### src/rtl/mem_arbiter_pkg.sv
// ---------------------------------------------------------------------------
// arm_mem_pkg
// Shared types and defaults for the instruction/data memory arbiter.
//   arb_state_e : arbiter FSM states (IDLE = arbitrate/issue, RESP = respond)
//   arb_owner_e : which core port owns the access in flight
//   ADDR_W_DEF / DATA_W_DEF : default bus widths
//   STREAK_W    : width of the data-grant streak counter
// ---------------------------------------------------------------------------
package arm_mem_pkg;

   localparam int unsigned ADDR_W_DEF = 32;
   localparam int unsigned DATA_W_DEF = 32;
   localparam int unsigned STREAK_W   = 4;

   typedef enum logic {
      IDLE = 1'b0,
      RESP = 1'b1
   } arb_state_e;

   typedef enum logic {
      OWN_IF = 1'b0,
      OWN_D  = 1'b1
   } arb_owner_e;

endpackage : arm_mem_pkg

### src/rtl/mem_arbiter_if.sv
// ---------------------------------------------------------------------------
// mem_arbiter_if
// Bundles the core-side fetch/data ports and the RAM-side port of the
// arbiter.
//   Fetch : if_req, if_addr          -> if_rdata, if_ready
//   Data  : d_req, d_we, d_addr, d_wdata -> d_rdata, d_ready
//   RAM   : mem_en, mem_we, mem_addr, mem_wdata -> mem_rdata
// Modports:
//   slave  : the arbiter's view
//   master : the environment's view (core requesters + RAM)
// ---------------------------------------------------------------------------
interface mem_arbiter_if
   import arm_mem_pkg::*;
#(
   parameter int unsigned ADDR_W = ADDR_W_DEF,
   parameter int unsigned DATA_W = DATA_W_DEF
);

   // fetch port
   logic              if_req;
   logic [ADDR_W-1:0] if_addr;
   logic [DATA_W-1:0] if_rdata;
   logic              if_ready;

   // data port
   logic              d_req;
   logic              d_we;
   logic [ADDR_W-1:0] d_addr;
   logic [DATA_W-1:0] d_wdata;
   logic [DATA_W-1:0] d_rdata;
   logic              d_ready;

   // unified RAM port
   logic              mem_en;
   logic              mem_we;
   logic [ADDR_W-1:0] mem_addr;
   logic [DATA_W-1:0] mem_wdata;
   logic [DATA_W-1:0] mem_rdata;

   modport slave (
      input  if_req, if_addr,
      output if_rdata, if_ready,
      input  d_req, d_we, d_addr, d_wdata,
      output d_rdata, d_ready,
      output mem_en, mem_we, mem_addr, mem_wdata,
      input  mem_rdata
   );

   modport master (
      output if_req, if_addr,
      input  if_rdata, if_ready,
      output d_req, d_we, d_addr, d_wdata,
      input  d_rdata, d_ready,
      input  mem_en, mem_we, mem_addr, mem_wdata,
      output mem_rdata
   );

endinterface : mem_arbiter_if

### src/rtl/mem_arbiter_fairness.sv
// ---------------------------------------------------------------------------
// mem_arb_fairness
// Counts consecutive data grants issued while a fetch is waiting and raises
// force_if once D_STREAK_MAX of them have gone by, so fetch cannot starve.
// Ports:
//   clk, reset  : clock, synchronous active-high reset
//   grant_d     : a data access is being issued this cycle
//   grant_if    : a fetch access is being issued this cycle
//   if_pending  : fetch request is asserted this cycle
//   force_if    : streak has reached D_STREAK_MAX
// ---------------------------------------------------------------------------
module mem_arb_fairness
   import arm_mem_pkg::*;
#(
   parameter int unsigned D_STREAK_MAX = 4   // legal 1..15
) (
   input  logic clk,
   input  logic reset,
   input  logic grant_d,
   input  logic grant_if,
   input  logic if_pending,
   output logic force_if
);

   localparam logic [STREAK_W-1:0] STREAK_LIMIT = STREAK_W'(D_STREAK_MAX);

   logic [STREAK_W-1:0] r_streak;

   // NOTE: state registers use non-blocking assignments so every flop in the
   // design samples the pre-edge value of its inputs, independent of the
   // order the simulator evaluates always blocks.
   always_ff @(posedge clk) begin
      if (reset) begin
         r_streak <= '0;
      end else if (grant_if) begin
         r_streak <= '0;
      end else if (grant_d) begin
         if (!if_pending) begin
            // nobody was kept waiting, so the streak is not "unfair"
            r_streak <= '0;
         end else if (r_streak != STREAK_LIMIT) begin
            // the saturation guard is belt-and-braces: at the limit the
            // arbiter hands the slot to fetch instead
            r_streak <= r_streak + 1'b1;
         end
      end
   end

   assign force_if = (r_streak == STREAK_LIMIT);

endmodule : mem_arb_fairness

### src/rtl/mem_arbiter.sv
// ---------------------------------------------------------------------------
// mem_arbiter
// Shares one single-port synchronous RAM between the core's instruction
// fetch port and its data (MEM-stage) port. Data wins by default; the
// fairness sub-block forces a fetch grant after D_STREAK_MAX consecutive
// data grants with a fetch waiting.
//
// Each access takes two cycles: IDLE issues the winner to the RAM
// combinationally, RESP forwards mem_rdata and pulses the owner's ready.
//
// Ports:
//   clk    : system clock, rising edge
//   reset  : synchronous, active-high; forces all outputs to 0 while high
//   bus    : mem_arbiter_if.slave (fetch port, data port, RAM port)
// ---------------------------------------------------------------------------
module mem_arbiter
   import arm_mem_pkg::*;
#(
   parameter int unsigned ADDR_W       = ADDR_W_DEF,
   parameter int unsigned DATA_W       = DATA_W_DEF,
   parameter int unsigned D_STREAK_MAX = 4
) (
   input  logic          clk,
   input  logic          reset,
   mem_arbiter_if.slave  bus
);

   arb_state_e r_state;
   arb_owner_e r_owner;

   logic              w_idle;
   logic              w_force_if;
   logic              w_grant_d;
   logic              w_grant_if;
   logic              w_mem_en;
   logic              w_mem_we;
   logic [ADDR_W-1:0] w_mem_addr;
   logic [DATA_W-1:0] w_mem_wdata;
   logic              w_resp;

   // arbitration only happens in IDLE, and never while reset is held
   assign w_idle     = (r_state == IDLE) && !reset;
   assign w_grant_d  = w_idle && bus.d_req && (!bus.if_req || !w_force_if);
   assign w_grant_if = w_idle && bus.if_req && !w_grant_d;
   assign w_resp     = (r_state == RESP) && !reset;

   mem_arb_fairness #(
      .D_STREAK_MAX (D_STREAK_MAX)
   ) u_fairness (
      .clk        (clk),
      .reset      (reset),
      .grant_d    (w_grant_d),
      .grant_if   (w_grant_if),
      .if_pending (bus.if_req),
      .force_if   (w_force_if)
   );

   // FSM: latch the owner on a grant, respond for one cycle, back to IDLE.
   // A requester dropping req during RESP has no effect here: the owner is
   // already latched and the response is issued regardless.
   always_ff @(posedge clk) begin
      if (reset) begin
         r_state <= IDLE;
         r_owner <= OWN_IF;
      end else begin
         case (r_state)
            IDLE: begin
               if (w_grant_d || w_grant_if) begin
                  r_owner <= w_grant_d ? OWN_D : OWN_IF;
                  r_state <= RESP;
               end
            end
            RESP:    r_state <= IDLE;
            default: r_state <= IDLE;
         endcase
      end
   end

   // RAM request mux: the winner drives the RAM in the same IDLE cycle
   // NOTE: every signal written in an always_comb gets a default at the top
   // of the block; without it some path leaves it unassigned and a latch is
   // inferred.
   always_comb begin
      w_mem_en    = 1'b0;
      w_mem_we    = 1'b0;
      w_mem_addr  = '0;
      w_mem_wdata = '0;
      if (w_grant_d) begin
         w_mem_en    = 1'b1;
         w_mem_we    = bus.d_we;
         w_mem_addr  = bus.d_addr;
         w_mem_wdata = bus.d_wdata;
      end else if (w_grant_if) begin
         w_mem_en    = 1'b1;
         w_mem_addr  = bus.if_addr;
      end
   end

   assign bus.mem_en    = w_mem_en;
   assign bus.mem_we    = w_mem_we;
   assign bus.mem_addr  = w_mem_addr;
   assign bus.mem_wdata = w_mem_wdata;

   // Response: only the latched owner sees ready/rdata; the other port reads 0
   always_comb begin
      bus.if_ready = 1'b0;
      bus.if_rdata = '0;
      bus.d_ready  = 1'b0;
      bus.d_rdata  = '0;
      if (w_resp) begin
         if (r_owner == OWN_D) begin
            bus.d_ready = 1'b1;
            bus.d_rdata = bus.mem_rdata;
         end else begin
            bus.if_ready = 1'b1;
            bus.if_rdata = bus.mem_rdata;
         end
      end
   end

endmodule : mem_arbiter

### src/flat_wrapper.sv
// flat-port wrapper written by rule: the top's interface ports become plain ports
module mem_arbiter_flat import arm_mem_pkg::*;
#(
   parameter int unsigned ADDR_W       = ADDR_W_DEF,
   parameter int unsigned DATA_W       = DATA_W_DEF,
   parameter int unsigned D_STREAK_MAX = 4
)
  (clk, reset, bus_if_req, bus_if_addr, bus_if_rdata, bus_if_ready, bus_d_req, bus_d_we, bus_d_addr, bus_d_wdata, bus_d_rdata, bus_d_ready, bus_mem_en, bus_mem_we, bus_mem_addr, bus_mem_wdata, bus_mem_rdata);
  mem_arbiter_if #(.ADDR_W(ADDR_W), .DATA_W(DATA_W)) bus_i ();
  input  logic clk;
  input  logic reset;
  input wire logic [$bits(bus_i.if_req)-1:0] bus_if_req;
  input wire logic [$bits(bus_i.if_addr)-1:0] bus_if_addr;
  output wire logic [$bits(bus_i.if_rdata)-1:0] bus_if_rdata;
  output wire logic [$bits(bus_i.if_ready)-1:0] bus_if_ready;
  input wire logic [$bits(bus_i.d_req)-1:0] bus_d_req;
  input wire logic [$bits(bus_i.d_we)-1:0] bus_d_we;
  input wire logic [$bits(bus_i.d_addr)-1:0] bus_d_addr;
  input wire logic [$bits(bus_i.d_wdata)-1:0] bus_d_wdata;
  output wire logic [$bits(bus_i.d_rdata)-1:0] bus_d_rdata;
  output wire logic [$bits(bus_i.d_ready)-1:0] bus_d_ready;
  output wire logic [$bits(bus_i.mem_en)-1:0] bus_mem_en;
  output wire logic [$bits(bus_i.mem_we)-1:0] bus_mem_we;
  output wire logic [$bits(bus_i.mem_addr)-1:0] bus_mem_addr;
  output wire logic [$bits(bus_i.mem_wdata)-1:0] bus_mem_wdata;
  input wire logic [$bits(bus_i.mem_rdata)-1:0] bus_mem_rdata;
  assign bus_i.if_req = bus_if_req;
  assign bus_i.if_addr = bus_if_addr;
  assign bus_if_rdata = bus_i.if_rdata;
  assign bus_if_ready = bus_i.if_ready;
  assign bus_i.d_req = bus_d_req;
  assign bus_i.d_we = bus_d_we;
  assign bus_i.d_addr = bus_d_addr;
  assign bus_i.d_wdata = bus_d_wdata;
  assign bus_d_rdata = bus_i.d_rdata;
  assign bus_d_ready = bus_i.d_ready;
  assign bus_mem_en = bus_i.mem_en;
  assign bus_mem_we = bus_i.mem_we;
  assign bus_mem_addr = bus_i.mem_addr;
  assign bus_mem_wdata = bus_i.mem_wdata;
  assign bus_i.mem_rdata = bus_mem_rdata;
  mem_arbiter #(.ADDR_W(ADDR_W), .DATA_W(DATA_W), .D_STREAK_MAX(D_STREAK_MAX)) u_core (.clk(clk), .reset(reset), .bus(bus_i));
endmodule
### config.mk
export PLATFORM = sky130hd
export DESIGN_NAME = mem_arbiter_flat
export DESIGN_NICKNAME = d
export VERILOG_FILES = /design/src/rtl/mem_arbiter_pkg.sv /design/src/rtl/mem_arbiter_if.sv /design/src/rtl/mem_arbiter_fairness.sv /design/src/rtl/mem_arbiter.sv /design/src/flat_wrapper.sv
export SDC_FILE = /design/constraint.sdc
export NUM_CORES = 1
export LEC_CHECK = 0
export BUFFER_PORTS_ARGS = -buffer_cell sky130_fd_sc_hd__buf_2
export CORE_AREA = 2 2 104 106
export DETAILED_ROUTE_END_ITERATION = 16
export DIE_AREA = 0 0 106 108
export HOLD_SLACK_MARGIN = 0.08
export MAX_ROUTING_LAYER = met4
export PLACE_DENSITY_LB_ADDON = 0.08
export SLEW_MARGIN = 20
export SYNTH_ARGS = -nofsm -noshare
export SYNTH_HDL_FRONTEND = slang
export SYNTH_SLANG_ARGS = --single-unit
export TNS_END_PERCENT = 100
### constraint.sdc
create_clock -name clk -period 1.65 [get_ports clk]
set_input_delay 0.0825 -clock clk [delete_from_list [all_inputs] [get_ports clk]]
set_output_delay 0.0825 -clock clk [all_outputs]
set_load 0.01 [all_outputs]
==> metrics.yaml <==
dieHeight_um: 108
drtPass1Iterations: 4
grt-ovfl-total: 0
gp_congestion: 0.737
synth_edf_count: 0
clkTransAtPathRegs_ns: 0.04
antenna_left: 0
wirelength_um: 7900
syn_area_um2: 1370
register_area_um2: 124
hold_viol: 0
synth_top_area_share_pct: 44.3
synth_most_common_cell: "and2_1"
cts_buffers: 3
yosys_register_bits: 6
ys_types: 24
drive_gt1_share_pct: 65.6
cts_tree: "yes"
syn_inst: 183
finalMaxSlewViolations: 0
hold_class: "in2reg"
period_share_pct: 109
p_leak_nw: 1.89
cts-htree-levels: 1
grt.total_usage_pct: 12.1
antenna_cells: 0
grt_setup_unrepaired: "true"
cts_root_buffer: "clkbuf_8"
rows: 37
crit_fanout: 8
fp.dieW_um: 106
core-area_um2: 10200
initial_utilization_pct: 13.4
max_stage_delay_ns: 0.31
clock-sinks: 6
hpwl_um: 5940
crit_required_ns: 1.57
dp_slack_ns: -0.0745
yosys_warnings: 0
nNetsFinal: 588
design.die.area_um2: 11400
drtIter0Drc: 83
vias_per_cell: 3.96
ir_worst_vdd_uv: 162
holdBufCountCts: 0
worst_pin_slew_ns: 0.396
ys_top_cells_by_count: "97 x and2_1, 32 x a22o_1, 6 x buf_6, 6 x dfxtp_1, 6 x inv_1"
synth.area.top_cells: "and2_1 44%, a22o_1 20%, dfxtp_1 8.8%"
min_period_ns: 1.80
drt-wirelength-per-cell_um: 13.5
p_per_area_nw_per_um2: 326
start_kind: "flop"
fin_total_pwr_w: 0.00100
setup_viol: 66
endpoint_kind: "primary output"
avgSynthCellArea_um2: 7.49
hold_slack_ns: 0.175
path_cells: "inv_2 -> ha_4 -> nand3b_4 -> buf_6 -> a21boi_4 -> buf_6 -> clkbuf_16 -> a22o_1 -> buf_2"
drc_errors: 0
rrSetupSlack_ns: 0.17
stdcell_area_um2: 3070
status: "finished, violations left"
fmaxAchievable_mhz: 556
place_area_um2: 2840
cpMostUsedCell: "buf_6"
num_vias: 2322
antenna_found_initial: 0
grt_pass1_vias: 2154
multi_input_area_um2: 1160
yosysTopAreaCell: "and2_1"
cts_max_path_buffers: 2
syn2layout_area_growth_pct: 124
grt_start_max_net_pins: 35
skew_ns: 0.00492
numPortBuffers: 264
finalWorstSetupSlack_ns: -0.147
io_pins: 265
synth_nets: 318
worstPathArrival_ns: 1.71
synth_ff_type: "dfxtp_1"
critPathSlowestCell: "dfxtp_2"
clk_latency_ns: 0.22
fillCellCount: 1121
failed_checks: "setup timing"
grt_pass1_wl_um: 10700
ys_seq_area_share_pct: 8.76
cap_violations: 0
critical_path_class: "reg2out"
synthArstFlopShare_pct: 0
slew_headroom_pct: 73.6
-- critical path, delay by kind of cell, from the launching register on --
kind	cells	cell delay [ns]
buffers and inverters	5	0.62
and+or+nand+nor	1	0.09
AOI/OAI and AO/OA	2	0.32
DFF	1	0.31
adders and majority gates	1	0.14
-- sequential cells by signal, indices dropped and copies added, names as in the netlist --
register                    cells
u_core.u_fairness.r_streak      4
u_core.r_owner                  1
u_core.r_state                  1
-- area by class of cell --
cell class | count | share of cell area [%]
Timing Repair Buffer | 279 | 50.3
Multi-Input combinational cell | 157 | 38.0
Tap cell | 136 | 5.55
Sequential cell | 6 | 4.04
Clock buffer | 3 | 1.35
Inverter | 6 | 0.734
-- cell usage in the layout (no fill, tap or decap), types with 2 or more instances in the layout --
cell        n
a22o_1     32
a31oi_1     2
and2_1     97
buf_12      2
buf_16      2
buf_2     262
buf_4       6
buf_6       6
clkbuf_8    3
dfxtp_1     3
dfxtp_2     3
inv_1       4
inv_2       2
nand2b_1    2
nand3_1     2
nor2_1      2
o211a_4     2
o21bai_1    2
o22ai_1     2
or2_1       2
-- metal layers --
layer	vias to the layer above	part of all wire (%)	wire length (um)	track usage, %
met3	6	7.2	567	1.51
li1	1161	-	-	-
met2	137	56	4400	24.8
met1	1018	36	2870	12.2
met4	0	0.91	72	2.44
met5	-	0	0	-
-- final timing paths --
check,start,to,depth (start not counted)
max,u_core.u_fairness.r_streak[0],bus_mem_addr[29],9
min,reset,u_core.u_fairness.r_streak[0],2
max reg2reg,u_core.u_fairness.r_streak[0],u_core.r_state,6
min reg2reg,u_core.r_owner,u_core.r_owner,2
-- where the power goes --
group	total [W]	switching (W)	leakage, nW	internal [W]
sequential	0.000163	0.00000900	0.0502	0.000154
combinational	0.000617	0.000286	1.82	0.000331
clock	0.000219	0.0000625	0.0216	0.000157
-- kinds of logic after synthesis --
group	share of synthesized area, %
DFF	8.76
and+or+nand+nor	52.4
adders and majority gates	1.82
AOI/OAI and AO/OA	26.6
xor gates and xnor gates	0.639
buffers and inverters	9.76
-- timing repair --
action | 4_1_cts | 5_1_grt
buffers inserted | 4 | 2
pin swaps | 24 | 4
setup endpoints to repair | 66 | 129
gates resized for setup | 14 | 6
gates cloned | 3 | 2
-- through the flow --
stage,setup TNS (ns),instances,utilization [%]
finish,-4.75,587,30.0
global route,-11.15,587,30.0
CTS,-6.54,584,29.7
detailed placement,-1.87,574,27.8
global placement,-2.60,574,27.8
floorplan,0,183,-
Note: power is estimated with default switching activity, not from simulation.
